[src/rtl/f6_avalon_verin_ctrl.sv]
// F6 actuator controller: double-buffered PWM, serial ADC angle acquisition, hardware end stops.
// Optional macro F6_VERIN_AVG_EN: ANGLE reports the mean of the last four conversions.
module f6_avalon_verin_ctrl #(
    parameter int PWM_WIDTH   = 16,
    parameter int ADC_BITS    = 12,
    parameter int ADC_CLK_DIV = 25,
    parameter int ADC_GAP     = 50
) (
    input  logic        clk_clk,
    input  logic        reset_reset,
    input  logic [2:0]  avs_address,
    input  logic        avs_write,
    input  logic [31:0] avs_writedata,
    input  logic        avs_read,
    output logic [31:0] avs_readdata,
    output logic        out_pwm,
    output logic        out_sens,
    output logic        clk_adc,
    output logic        cs_n,
    input  logic        data_in
);

    localparam int EW = $clog2(ADC_BITS + 4);
    localparam int DW = (ADC_CLK_DIV > 1) ? $clog2(ADC_CLK_DIV) : 1;
    localparam int GW = (ADC_GAP > 1) ? $clog2(ADC_GAP) : 1;
    localparam logic [EW-1:0] LAST_EDGE = EW'(ADC_BITS + 3);
    localparam logic [EW-1:0] SKIP_EDGES = EW'(3);
    localparam logic [EW-1:0] EDGE_ONE = EW'(1);
    localparam logic [DW-1:0] DIV_END = DW'(ADC_CLK_DIV - 1);
    localparam logic [DW-1:0] DIV_ONE = DW'(1);
    localparam logic [GW-1:0] GAP_END = GW'(ADC_GAP - 1);
    localparam logic [GW-1:0] GAP_ONE = GW'(1);
    localparam logic [PWM_WIDTH-1:0] PWM_ONE = PWM_WIDTH'(1);

    typedef enum logic [1:0] {
        S_IDLE,
        S_GAP,
        S_FRAME,
        S_LATCH
    } adc_state_t;

    adc_state_t state, state_nx;

    logic [PWM_WIDTH-1:0] freq_sh, duty_sh, freq_act, duty_act, cnt;
    logic                 pwm_en, sens, adc_en;
    logic [ADC_BITS-1:0]  butee_min, butee_max, angle, shift;
    logic                 valid, limit_hit;
    logic [DW-1:0]        div_cnt;
    logic [GW-1:0]        gap_cnt;
    logic [EW-1:0]        edge_cnt;
    logic [31:0]          rd_mux;
    logic                 unused_wd;

    logic wr_freq, wr_duty, wr_ctrl, wr_min, wr_max, wr_stat;
    logic pwm_run, wrap, at_min, at_max, block, adc_busy;
    logic div_hit, rise, gap_done, frame_done;

    assign unused_wd = ^avs_writedata;

    assign wr_freq = avs_write && (avs_address == 3'd0);
    assign wr_duty = avs_write && (avs_address == 3'd1);
    assign wr_ctrl = avs_write && (avs_address == 3'd2);
    assign wr_min  = avs_write && (avs_address == 3'd4);
    assign wr_max  = avs_write && (avs_address == 3'd5);
    assign wr_stat = avs_write && (avs_address == 3'd6);

    assign pwm_run = pwm_en && (freq_act != '0);
    assign wrap    = pwm_run && (cnt >= freq_act - PWM_ONE);

    assign at_min = valid && (angle <= butee_min);
    assign at_max = valid && (angle >= butee_max);
    assign block  = sens ? at_max : at_min;

    assign adc_busy   = (state == S_FRAME) || (state == S_LATCH);
    assign div_hit    = (div_cnt == DIV_END);
    assign rise       = (state == S_FRAME) && div_hit && !clk_adc;
    assign gap_done   = (gap_cnt == GAP_END);
    assign frame_done = (state == S_FRAME) && div_hit && clk_adc
                        && (edge_cnt == LAST_EDGE);

    always_ff @(posedge clk_clk or posedge reset_reset) begin
        if (reset_reset) begin
            freq_sh   <= '0;
            duty_sh   <= '0;
            pwm_en    <= 1'b0;
            sens      <= 1'b0;
            adc_en    <= 1'b0;
            butee_min <= '0;
            butee_max <= '1;
            limit_hit <= 1'b0;
        end else begin
            if (wr_freq) freq_sh <= avs_writedata[PWM_WIDTH-1:0];
            if (wr_duty) duty_sh <= avs_writedata[PWM_WIDTH-1:0];
            if (wr_ctrl) begin
                pwm_en <= avs_writedata[0];
                sens   <= avs_writedata[1];
                adc_en <= avs_writedata[2];
            end
            if (wr_min) butee_min <= avs_writedata[ADC_BITS-1:0];
            if (wr_max) butee_max <= avs_writedata[ADC_BITS-1:0];
            // A new hit outranks a simultaneous clear
            if (block && pwm_en)
                limit_hit <= 1'b1;
            else if (wr_stat && avs_writedata[3])
                limit_hit <= 1'b0;
        end
    end

    always_ff @(posedge clk_clk or posedge reset_reset) begin
        if (reset_reset) begin
            freq_act <= '0;
            duty_act <= '0;
            cnt      <= '0;
            out_pwm  <= 1'b0;
            out_sens <= 1'b0;
        end else begin
            if (!pwm_run || wrap) begin
                freq_act <= freq_sh;
                duty_act <= duty_sh;
                cnt      <= '0;
            end else begin
                cnt <= cnt + PWM_ONE;
            end
            out_pwm  <= pwm_run && (cnt < duty_act) && !block;
            out_sens <= sens;
        end
    end

    always_ff @(posedge clk_clk or posedge reset_reset) begin
        if (reset_reset) state <= S_IDLE;
        else             state <= state_nx;
    end

    always_comb begin
        state_nx = state;
        unique case (state)
            S_IDLE:  if (adc_en) state_nx = S_GAP;
            S_GAP:   if (gap_done) state_nx = adc_en ? S_FRAME : S_IDLE;
            S_FRAME: if (frame_done) state_nx = S_LATCH;
            S_LATCH: state_nx = adc_en ? S_GAP : S_IDLE;
        endcase
    end

    always_ff @(posedge clk_clk or posedge reset_reset) begin
        if (reset_reset) begin
            cs_n     <= 1'b1;
            clk_adc  <= 1'b0;
            div_cnt  <= '0;
            gap_cnt  <= '0;
            edge_cnt <= '0;
            shift    <= '0;
        end else begin
            cs_n    <= (state_nx != S_FRAME);
            gap_cnt <= (state == S_GAP) ? gap_cnt + GAP_ONE : '0;
            if (state == S_FRAME) begin
                if (div_hit) begin
                    div_cnt <= '0;
                    clk_adc <= !clk_adc;
                end else begin
                    div_cnt <= div_cnt + DIV_ONE;
                end
                // First three rising edges carry the sample and null bits
                if (rise) begin
                    edge_cnt <= edge_cnt + EDGE_ONE;
                    if (edge_cnt >= SKIP_EDGES)
                        shift <= {shift[ADC_BITS-2:0], data_in};
                end
            end else begin
                div_cnt  <= '0;
                clk_adc  <= 1'b0;
                edge_cnt <= '0;
            end
        end
    end

`ifdef F6_VERIN_AVG_EN
    logic [3:0][ADC_BITS-1:0] hist;
    logic [ADC_BITS+1:0]      acc, acc_nx;
    logic [2:0]               n_conv;
    logic                     adc_en_q;

    // Running sum: add the newest sample, drop the one leaving the window
    assign acc_nx = acc + {2'b00, shift} - {2'b00, hist[3]};

    always_ff @(posedge clk_clk or posedge reset_reset) begin
        if (reset_reset) begin
            hist     <= '0;
            acc      <= '0;
            n_conv   <= '0;
            adc_en_q <= 1'b0;
            angle    <= '0;
            valid    <= 1'b0;
        end else begin
            adc_en_q <= adc_en;
            if (adc_en && !adc_en_q) begin
                hist   <= '0;
                acc    <= '0;
                n_conv <= '0;
                valid  <= 1'b0;
            end else if (state == S_LATCH) begin
                hist   <= {hist[2:0], shift};
                acc    <= acc_nx;
                n_conv <= (n_conv == 3'd4) ? n_conv : n_conv + 3'd1;
                angle  <= acc_nx[ADC_BITS+1:2];
                valid  <= (n_conv >= 3'd3);
            end
        end
    end
`else
    always_ff @(posedge clk_clk or posedge reset_reset) begin
        if (reset_reset) begin
            angle <= '0;
            valid <= 1'b0;
        end else if (state == S_LATCH) begin
            angle <= shift;
            valid <= 1'b1;
        end
    end
`endif

    always_comb begin
        rd_mux = '0;
        case (avs_address)
            3'd0: rd_mux[PWM_WIDTH-1:0] = freq_sh;
            3'd1: rd_mux[PWM_WIDTH-1:0] = duty_sh;
            3'd2: rd_mux[2:0] = {adc_en, sens, pwm_en};
            3'd3: begin
                rd_mux[ADC_BITS-1:0] = angle;
                rd_mux[31]           = valid;
            end
            3'd4: rd_mux[ADC_BITS-1:0] = butee_min;
            3'd5: rd_mux[ADC_BITS-1:0] = butee_max;
            3'd6: rd_mux[3:0] = {limit_hit, adc_busy, at_max, at_min};
            default: rd_mux = '0;
        endcase
    end

    always_ff @(posedge clk_clk or posedge reset_reset) begin
        if (reset_reset) avs_readdata <= '0;
        else             avs_readdata <= avs_read ? rd_mux : '0;
    end

endmodule
[config.mk]
export PLATFORM = sky130hd
export DESIGN_NAME = f6_avalon_verin_ctrl
export DESIGN_NICKNAME = d
export VERILOG_FILES = /design/src/rtl/f6_avalon_verin_ctrl.sv
export SDC_FILE = /design/constraint.sdc
export NUM_CORES = 1
export LEC_CHECK = 0
export BUFFER_PORTS_ARGS = -buffer_cell sky130_fd_sc_hd__buf_2
export CAP_MARGIN = 15
export CORE_MARGIN = 2
export CORE_UTILIZATION = 55
export CTS_CLUSTER_DIAMETER = 100
export DETAILED_ROUTE_END_ITERATION = 10
export GPL_ROUTABILITY_DRIVEN = 0
export PLACE_DENSITY = 0.84
export SYNTH_ARGS = -nofsm -noshare
export SYNTH_HDL_FRONTEND = slang
export SYNTH_SLANG_ARGS = --single-unit
[constraint.sdc]
create_clock -name clk_clk -period 7.65 [get_ports clk_clk]
set_input_delay 1.53 -clock clk_clk [delete_from_list [all_inputs] [get_ports clk_clk]]
set_output_delay 1.53 -clock clk_clk [all_outputs]
set_load 0.03 [all_outputs]
==> metrics.txt, run 1 <==
Root Driver clkbuf_16; Clock Sink Count 171; clk_skew 0.006776 ns; Hold Vio Cnt, Final 0; Critical R2R Launch freq_act[5]; vias per cell 5.686; max-cap violation count 0; Worst Setup End Kind flop; Critical Path AT 4.25 ns; post-synth top area share 45.14%; initial antenna violation count 0; chip height 130.2 um; CTS tree yes; Crit Path Max Fanout 40; Worst slew margin 39.01%; total grt overflow 0; PD cells 287.7 nW/um^2; Worst-path clk slew 0.06 ns; final core occ 62.18%; routed len/inst 17.21 um; status completed; final worst slack 3.703 ns; most instantiated cells after synthesis dfrtp_1 (158), mux2_2 (105), nor2_1 (63); pin count of the biggest net entering global routing 99; drt total wl 17930 um; minimum clock period 3.947 ns; clk_lat worst skew 0.42 ns; top cells by area, synth dfrtp_1 (45%), mux2_2 (14%), ha_1 (8.9%); Residual DRC 0; ratio of cells with drive above 1 in the final layout 24.58%; Final ANT Viol Nets 0; clk buf depth 2; Worst Tran Pin Value 0.9148 ns; Post-synth top flop dfrtp_1; Die Width 130.2 um; Fmax achieved 253.3 MHz; Setup TNS 0 ns; Hold WC Path Type reg2reg; RSZ-0062 raised after global routing false; number of synthesized register bits 171; HPWL after detailed placement 12770 um; Startpoint Class flop; vias in the first global route 6015; hold path start gap_cnt[0]; Cell Area, Synth 8758 um^2; ys async rst share 100.0%; synth unique cells 51; post-CTS resize count 0; P_leak 4.649 nW; area grow syn2layout 11.54%; First DRT Iteration DRCs 502; critical path required time 7.95 ns; Mapped Cells 771; number of warnings issued by yosys 0; drt first pass iters 5; Num CTS Buffers 17; Critical path origin freq_act[5]; WS Path Type reg2reg; crit share post-route 51.60%; num rows 46; # Post-CTS Setup Buffers 0; CTS Hold Bufs 0; first-pass GRT wire length 30000 um; most frequent cell after synthesis dfrtp_1; nets 915; Synth area leader dfrtp_1; via count 5925; # H-tree levels 4; Slew Viols, Final 0; ant diodes 0; EDFF count, synth 0; CORE AREA 15710 um^2; Post-Place Worst Slack 3.817 ns; VDD IR-drop max 0.0001756 V; IO Port Bufs 44; # setup viols final 0; die footprint 16950 um^2; # IOs 76; gr usage total 22.89%; initial core utilization 55.74%; sequential fraction of the synthesis area 49.04%; Avg Cell Area, Syn 11.36 um^2
-- logic make-up after synthesis --
| group | share of synthesized area [%] |
|---|---|
| simple gates | 10.07 |
| flops | 49.04 |
| mux | 15.44 |
| compound gates | 7.886 |
| buf+inv | 4.857 |
| fa+ha+maj | 8.857 |
| xor+xnor | 3.800 |
| other cells | 0.04282 |
-- metal layers --
layer  vias to the layer above  GRT usage, %  wire length, um
li1                       2776             -                -
met1                      2946         29.58             7747
met2                       166         38.25             8863
met3                        37         5.207              880
met4                         0         7.970              442
met5                         -             0                0
-- metrics by stage --
stage	hold slack, ns	power (mW)	instance area, um^2	instances
CTS	0.4964	2.826	9769	1042
detailed placement	0.4877	1.862	9107	1010
floorplan	0.4524	1.706	8811	785
global route	0.5185	2.966	9769	1042
global placement	0.4754	1.827	9107	1010
finish	0.4883	2.810	9769	1042
-- final cells by class --
class                      count  area [um^2]
tap                          216        270.3
clock inverter                 9        183.9
multi-input combinational    525         4099
inverter                      50        192.7
clock buffer                  23        478.0
fill                        1159         5943
timing repair buffer          48        250.2
sequential                   171         4295
-- final timing paths --
check,to,slack (ns),cells after the start
max,duty_act[1],3.70,12
min,gap_cnt[0],0.49,1
min in group asynchronous,duty_act[4],1.27,2
max reg2reg,duty_act[1],3.70,12
min reg2reg,gap_cnt[0],0.49,1
max in group asynchronous,div_cnt[4],4.93,3
-- state kept, by name, indices dropped and copies added (netlist names), 2 cells and up --
signal / count
gap_cnt: 6
edge_cnt: 4
freq_act: 16
butee_max: 12
div_cnt: 5
avs_readdata: 17
duty_act: 16
cnt: 16
freq_sh: 16
state: 2
duty_sh: 16
butee_min: 12
shift: 12
angle: 12
-- critical path, cell delays in order (launching register included) --
cell and delay, ns:
dfrtp_1 0.48, or4_1 0.61, nor3_1 0.34, nand2_1 0.11, xor2_1 0.15, ha_1 0.29, a21oi_1 0.16, nor2b_1 0.07
o21ai_0 0.16, nor4b_1 0.46, o31ai_4 0.26, buf_4 0.35, mux2_4 0.36
-- cell usage in the layout (no fill, tap or decap), types with 10 or more instances in the layout --
cell type / instances
clkbuf_16: 17
mux2_2: 105
dfrtp_1: 158
a21oi_1: 24
a22o_1: 10
nand4_1: 11
conb_1: 15
nand2_1: 44
dfstp_2: 13
buf_2: 44
ha_1: 62
nor2b_1: 12
xor2_1: 21
nand3_1: 21
xnor2_1: 17
nor2_1: 63
o21ai_0: 31
inv_1: 49
-- report_power, final --
group / switching (mW) / internal [mW] / total [mW]
clock: 0.341 / 0.608 / 0.949
combinational: 0.319 / 0.296 / 0.614
sequential: 0.160 / 1.09 / 1.25
No activity file was read; power rests on OpenSTA's default activity.
==> run 2: changes to the inputs <==
Settings changed: CORE_UTILIZATION 55 to 54, PLACE_DENSITY 0.84 to 0.86.
Clock period 7.65 ns to 3.25 ns, I/O delays scaled along.
==> metrics.txt, run 2 (synthesis gave the netlist of run 1 again) <==
IO Port Bufs 44 (unchanged); design area 10110 um^2 (was 9769 um^2); FILL cells 1190 (was 1159); Num CTS Buffers 17 (unchanged); initial core utilization 55.14% (was 55.74%); Critical Path AT 3.65 ns (was 4.25 ns); pin count of the biggest net entering global routing 172 (was 99); chip height 131.4 um (was 130.2 um); gr usage total 23.10% (was 22.89%); vias per cell 5.806 (was 5.686); commonest cells after routing, fill and taps aside dfrtp_1 (158), mux2_2 (99), nor2_1 (62) (was dfrtp_1 (158), mux2_2 (105), nor2_1 (63)); # H-tree levels 4 (unchanged); most common cell after layout, fill and taps aside dfrtp_1 (unchanged); CP max stage cell o31ai_4 (was or4_1); Crit Path Max Fanout 12 (was 40); die footprint 17250 um^2 (was 16950 um^2); final worst slack -0.08278 ns (was 3.703 ns); clk_skew 0.009318 ns (was 0.006776 ns); vias in the first global route 6325 (was 6015); Clock Sink Count 171 (unchanged); DP Cell Count 1024 (was 1010); Root Driver clkbuf_16 (unchanged); via count 6189 (was 5925); status complete, but fails checks (was completed); routed len/inst 18.76 um (was 17.21 um); Hold WC Path Type in2reg (was reg2reg); Top reg by flops avs_readdata (unchanged); CTS tree yes (unchanged); ant diodes 0 (unchanged); hold slack 0.4450 ns (was 0.4883 ns); PD cells 678.2 nW/um^2 (was 287.7 nW/um^2); Setup TNS -2.014 ns (was 0 ns); failing checks negative setup slack; VDD IR-drop max 0.0004323 V (was 0.0001756 V); Worst Tran Pin Value 0.9103 ns (was 0.9148 ns); First DRT Iteration DRCs 488 (was 502); Startpoint Class flop (unchanged); nets 939 (was 915); Final ANT Viol Nets 0 (unchanged); Residual DRC 0 (unchanged); total grt overflow 0 (unchanged); ratio of cells with drive above 1 in the final layout 28.35% (was 24.58%); crit share post-route 102.5% (was 51.60%); first-pass GRT wire length 31620 um (was 30000 um); initial antenna violation count 0 (unchanged); Tot Pwr 6.859 mW (was 2.810 mW); minimum clock period 3.333 ns (was 3.947 ns); Fmax achieved 300.1 MHz (was 253.3 MHz); # setup viols final 32 (was 0); critical path required time 3.57 ns (was 7.95 ns); max-cap violation count 0 (unchanged); CORE AREA 15890 um^2 (was 15710 um^2); CP max stage delay 0.44 ns (was 0.61 ns); clk_lat worst skew 0.43 ns (was 0.42 ns); Worst Setup End Kind flop (unchanged); HPWL after detailed placement 12870 um (was 12770 um); Slew Viols, Final 0 (unchanged); Worst-path clk slew 0.06 ns (about the same); area grow syn2layout 15.47% (was 11.54%); clk buf depth 2 (unchanged); Hold Vio Cnt, Final 0 (unchanged); drt total wl 20000 um (was 17930 um); # IOs 76 (unchanged); WS Path Type reg2reg (unchanged); num rows 46 (unchanged); Worst slew margin 39.31% (was 39.01%); Cell Count, Final, Fillers Out 1066 (was 1042); Die Width 131.4 um (was 130.2 um); drt first pass iters 5 (unchanged); RSZ-0062 raised after global routing true (was false); Cell Area, Placed 9249 um^2 (was 9107 um^2); P_leak 4.813 nW (was 4.649 nW); worst-path cell chain buf_6 -> nor4_2 -> nand3_1 -> or2_4 -> nor3_4 -> xnor2_2 -> ha_4 -> nand4_1 -> buf_4 -> o31ai_4 -> buf_12 -> mux2_2 (was or4_1 -> nor3_1 -> nand2_1 -> xor2_1 -> ha_1 -> a21oi_1 -> nor2b_1 -> o21ai_0 -> nor4b_1 -> o31ai_4 -> buf_4 -> mux2_4); max reg flops 17 (unchanged)
run 2: cell types whose count changed in the layout (fill, tap and decap cells not counted), moves of 4 or more:
| cell | before | now |
|---|---|---|
| mux2_2 | 105 | 99 |
| buf_4 | 4 | 19 |
| buf_6 | 0 | 4 |
| clkinvlp_4 | 1 | 5 |
| mux2_4 | 3 | 9 |
run 2: area by class of cell:
| class | instances | area [um^2] | share of cell area, % |
|---|---|---|---|
| Clock buffer | 23 | 478.0 | 4.726 |
| Clock inverter | 9 | 137.6 | 1.361 |
| Inverter | 50 | 191.4 | 1.893 |
| Multi-Input combinational cell | 525 | 4223 | 41.75 |
| Sequential cell | 171 | 4295 | 42.47 |
| Tap cell | 216 | 270.3 | 2.672 |
| Timing Repair Buffer | 72 | 518.0 | 5.122 |
run 2: worst paths after layout:
path / slack [ns] / end / cells past startpoint / from
setup reg to reg: -0.08 / freq_act[5] / 12 / freq_act[8]
setup / recovery: -0.08 / freq_act[5] / 12 / freq_act[8]
hold / removal: 0.44 / shift[0] / 2 / data_in
hold reg to reg: 0.49 / div_cnt[0] / 1 / div_cnt[0]
min in group asynchronous: 0.45 / duty_act[5] / 3 / reset_reset
max in group asynchronous: 2.12 / butee_min[8] / 3 / reset_reset
run 2: layer usage:
metal / part of all wire (%) / up-vias / GRT usage, %
met4: 4.0 / 0 / 11.84
met5: 0 / - / 0
met3: 4.8 / 69 / 4.900
met1: 41 / 3103 / 29.05
li1: - / 2814 / -
met2: 50 / 203 / 37.87
run 2: timing repair:
item                       in CTS  in global routing
gates cloned                    0                  3
setup endpoints to repair      32                 33
pin swaps                       0                 11
resized for setup               3                 27
setup buffers                   0                  7
hold buffers                    0                  0
run 2: power by group:
group	switching, mW	internal [mW]	total, mW
combinational	0.909	0.886	1.79
clock	0.834	1.27	2.11
sequential	0.398	2.56	2.96
run 2: metrics by stage:
stage | worst slack (ns) | util, %
CTS | 0.001487 | 62.20
floorplan | 0.05604 | -
finish | -0.08278 | 63.67
detailed placement | 0.04796 | 58.22
global route | -0.1511 | 63.67
global placement | 0.07692 | 58.22
run 2: critical path: cells and delay by family, from the launching register on:
kind,cells,cell delay [ns]
AO/OA/AOI/OAI,1,0.44
XOR/XNOR,1,0.12
adder cells (fa/ha/maj),1,0.28
buffers and inverters,3,0.54
flip-flops,1,0.42
multiplexers,1,0.35
AND/OR/NAND/NOR,5,1.07
==> run 3: changes to the inputs <==
==> constraint.sdc (replaced) <==
create_clock -name clk_clk -period 3.25 [get_ports clk_clk]
set_input_delay 0.1625 -clock clk_clk [delete_from_list [all_inputs] [get_ports clk_clk]]
set_output_delay 0.1625 -clock clk_clk [all_outputs]
set_load 0.03 [all_outputs]
==> metrics.txt, run 3 (synthesis gave the netlist of run 1 again) <==
worst r2r dst duty_act[1] (was freq_act[5]); Cell Count, Final, Fillers Out 1065 (was 1066); Num CTS Buffers 17 (unchanged); Hold Vio Cnt, Final 0 (unchanged); CORE AREA 15890 um^2 (unchanged); Clock power frac 32.7% (was 30.7%); vias in the first global route 6362 (was 6325); ratio of cells with drive above 1 in the final layout 27.09% (was 28.35%); vias per cell 5.728 (was 5.806); Comb pwr share 23.9% (was 26.2%); Fmax achieved 313.0 MHz (was 300.1 MHz); max reg flops 17 (unchanged); HPWL after detailed placement 13110 um (was 12870 um); VDD IR-drop max 0.0004365 V (was 0.0004323 V); sequential share of power 43.4% (was 43.1%); max-cap violation count 0 (unchanged); critical path required time 3.57 ns (about the same); crit share post-route 98.30% (was 102.5%); Worst Setup End Kind flop (unchanged); die footprint 17250 um^2 (unchanged); Tot Pwr 6.759 mW (was 6.859 mW); Worst Tran Pin Value 0.8905 ns (was 0.9103 ns); first-pass GRT wire length 32070 um (was 31620 um); CTS tree yes (unchanged); # setup viols final 0 (was 32); commonest cells after routing, fill and taps aside dfrtp_1 (158), mux2_2 (105), nor2_1 (62), ha_1 (62), inv_1 (49) (was dfrtp_1 (158), mux2_2 (99), nor2_1 (62)); status completed (was complete, but fails checks); Reg2Reg Setup Slack 0.06 ns (was -0.08 ns); Final ANT Viol Nets 0 (unchanged); Startpoint Class flop (unchanged); Clock Sink Count 171 (unchanged); clk_skew 0.008348 ns (was 0.009318 ns); Root Driver clkbuf_16 (unchanged); storage element area 4295 um^2 (unchanged); Critical path origin freq_act[5] (was freq_act[8]); Slew Viols, Final 0 (unchanged); IO Port Bufs 44 (unchanged); First DRT Iteration DRCs 494 (was 488); sw power 2.093 mW (was 2.140 mW); via count 6100 (was 6189); ant diodes 0 (unchanged); most common cell after layout, fill and taps aside dfrtp_1 (unchanged); area grow syn2layout 15.31% (was 15.47%); clk buf depth 2 (unchanged); PD cells 669.2 nW/um^2 (was 678.2 nW/um^2); Worst slew margin 40.63% (was 39.31%); r2r worst-path depth 13 (was 12); # IOs 76 (unchanged); Die Width 131.4 um (unchanged); FILL cells 1176 (was 1190); Hold WC Path Type in2reg (unchanged); nets 938 (was 939); initial core utilization 55.14% (unchanged); drt first pass iters 6 (was 5); DP Cell Count 1021 (was 1024); switching part of the total 30.97% (was 31.21%); P_leak 4.788 nW (was 4.813 nW); # H-tree levels 4 (unchanged); RSZ-0062 raised after global routing true (unchanged); Top reg by flops avs_readdata (unchanged); gr usage total 23.22% (was 23.10%); multi-input combinational cell area 4197 um^2 (was 4223 um^2); total grt overflow 0 (unchanged); initial antenna violation count 0 (unchanged); WS Path Type reg2reg (unchanged); clk_lat worst skew 0.43 ns (about the same); routed len/inst 17.90 um (was 18.76 um); pin count of the biggest net entering global routing 76 (was 172); num rows 46 (unchanged); Cell Int Power 4.666 mW (was 4.719 mW); Crit Path Max Fanout 22 (was 12); minimum clock period 3.195 ns (was 3.333 ns); Worst-path clk slew 0.07 ns (was 0.06 ns); drt total wl 19060 um (was 20000 um); Critical R2R Launch freq_act[5] (was freq_act[8]); Residual DRC 0 (unchanged); Critical Path AT 3.51 ns (was 3.65 ns); chip height 131.4 um (unchanged); Worst Setup EP duty_act[1] (was freq_act[5])
-- run 3: changes by cell type in the layout (fill, tap and decap cells not counted), moves of 2 or more --
cell | before | now
buf_6 | 4 | 0
clkbuf_1 | 3 | 0
buf_4 | 19 | 12
dlygate4sd3_1 | 0 | 11
mux2_2 | 99 | 105
inv_6 | 1 | 4
mux2_4 | 9 | 3
ha_1 | 60 | 62
clkbuf_16 | 19 | 17
clkbuf_8 | 3 | 1
-- run 3: worst min path at each step --
stage,startpoint,endpoint,slack (ns),cells after the start
2_1_floorplan,avs_writedata[10],butee_min[10],0.28,2
3_3_place_gp,reset_reset,duty_act[5],0.36,2
3_5_place_dp,reset_reset,duty_act[5],0.37,2
4_1_cts,avs_writedata[8],butee_min[8],0.006,3
5_1_grt,avs_writedata[9],freq_sh[9],0.05,2
6_report,avs_writedata[7],butee_min[7],0.03,3
-- run 3: timing repair --
item / CTS / global route
buffers inserted: 0 / 1
gates resized for setup: 4 / 15
endpoints found under the setup margin: 32 / 48
hold buffers: 11 / 0
pin swaps: 0 / 4
cloned: 0 / 0
hold endpoints to repair: 51 / 0
-- run 3: cell type report --
class	instances	share of cell area [%]
Multi-Input combinational cell	525	41.55
Inverter	50	1.895
Timing Repair Buffer	71	4.955
Sequential cell	171	42.53
Clock inverter	14	2.044
Tap cell	216	2.676
Clock buffer	18	4.348
-- run 3: critical path: stages, from the launching register on --
cell and delay, ns:
dfrtp_1 0.38, or4_4 0.58, nor3_4 0.15, nand2_1 0.11
xor2_1 0.20, ha_1 0.29, a21oi_2 0.15, nor2b_1 0.06
o21ai_1 0.17, nor4b_4 0.27, buf_4 0.17, o31ai_4 0.08
buf_12 0.18, mux2_4 0.29
-- run 3: through the flow --
step	hold WS (ns)	cell area, um^2	setup TNS, ns	setup WS (ns)	utilization [%]
CTS	0.005502	10010	0	0.02090	63.04
finish	0.03304	10100	0	0.05509	63.58
global placement	0.3643	9239	0	0.07494	58.16
detailed placement	0.3651	9239	0	0.01355	58.16
global route	0.04604	10100	-1.124	-0.05709	63.58
floorplan	0.2793	8815	0	0.05604	-
-- run 3: power groups by stage --
stage	Clock (mW)	Combinational, mW	Sequential [mW]
CTS	2.24	1.58	2.91
floorplan	0	1.14	2.87
detailed placement	0	1.52	2.94
global route	2.32	1.80	2.98
finish	2.21	1.61	2.93
global placement	0	1.45	2.91
-- run 3: metal layers --
metal  vias to the layer above  share of wire (%)  global-route usage (%)
li1                       2821                  -                       -
met1                      3023                 42                   29.61
met2                       203                 49                   38.48
met3                        53                5.4                   3.897
met4                         0                3.7                   11.71
met5                         -                  0                       0
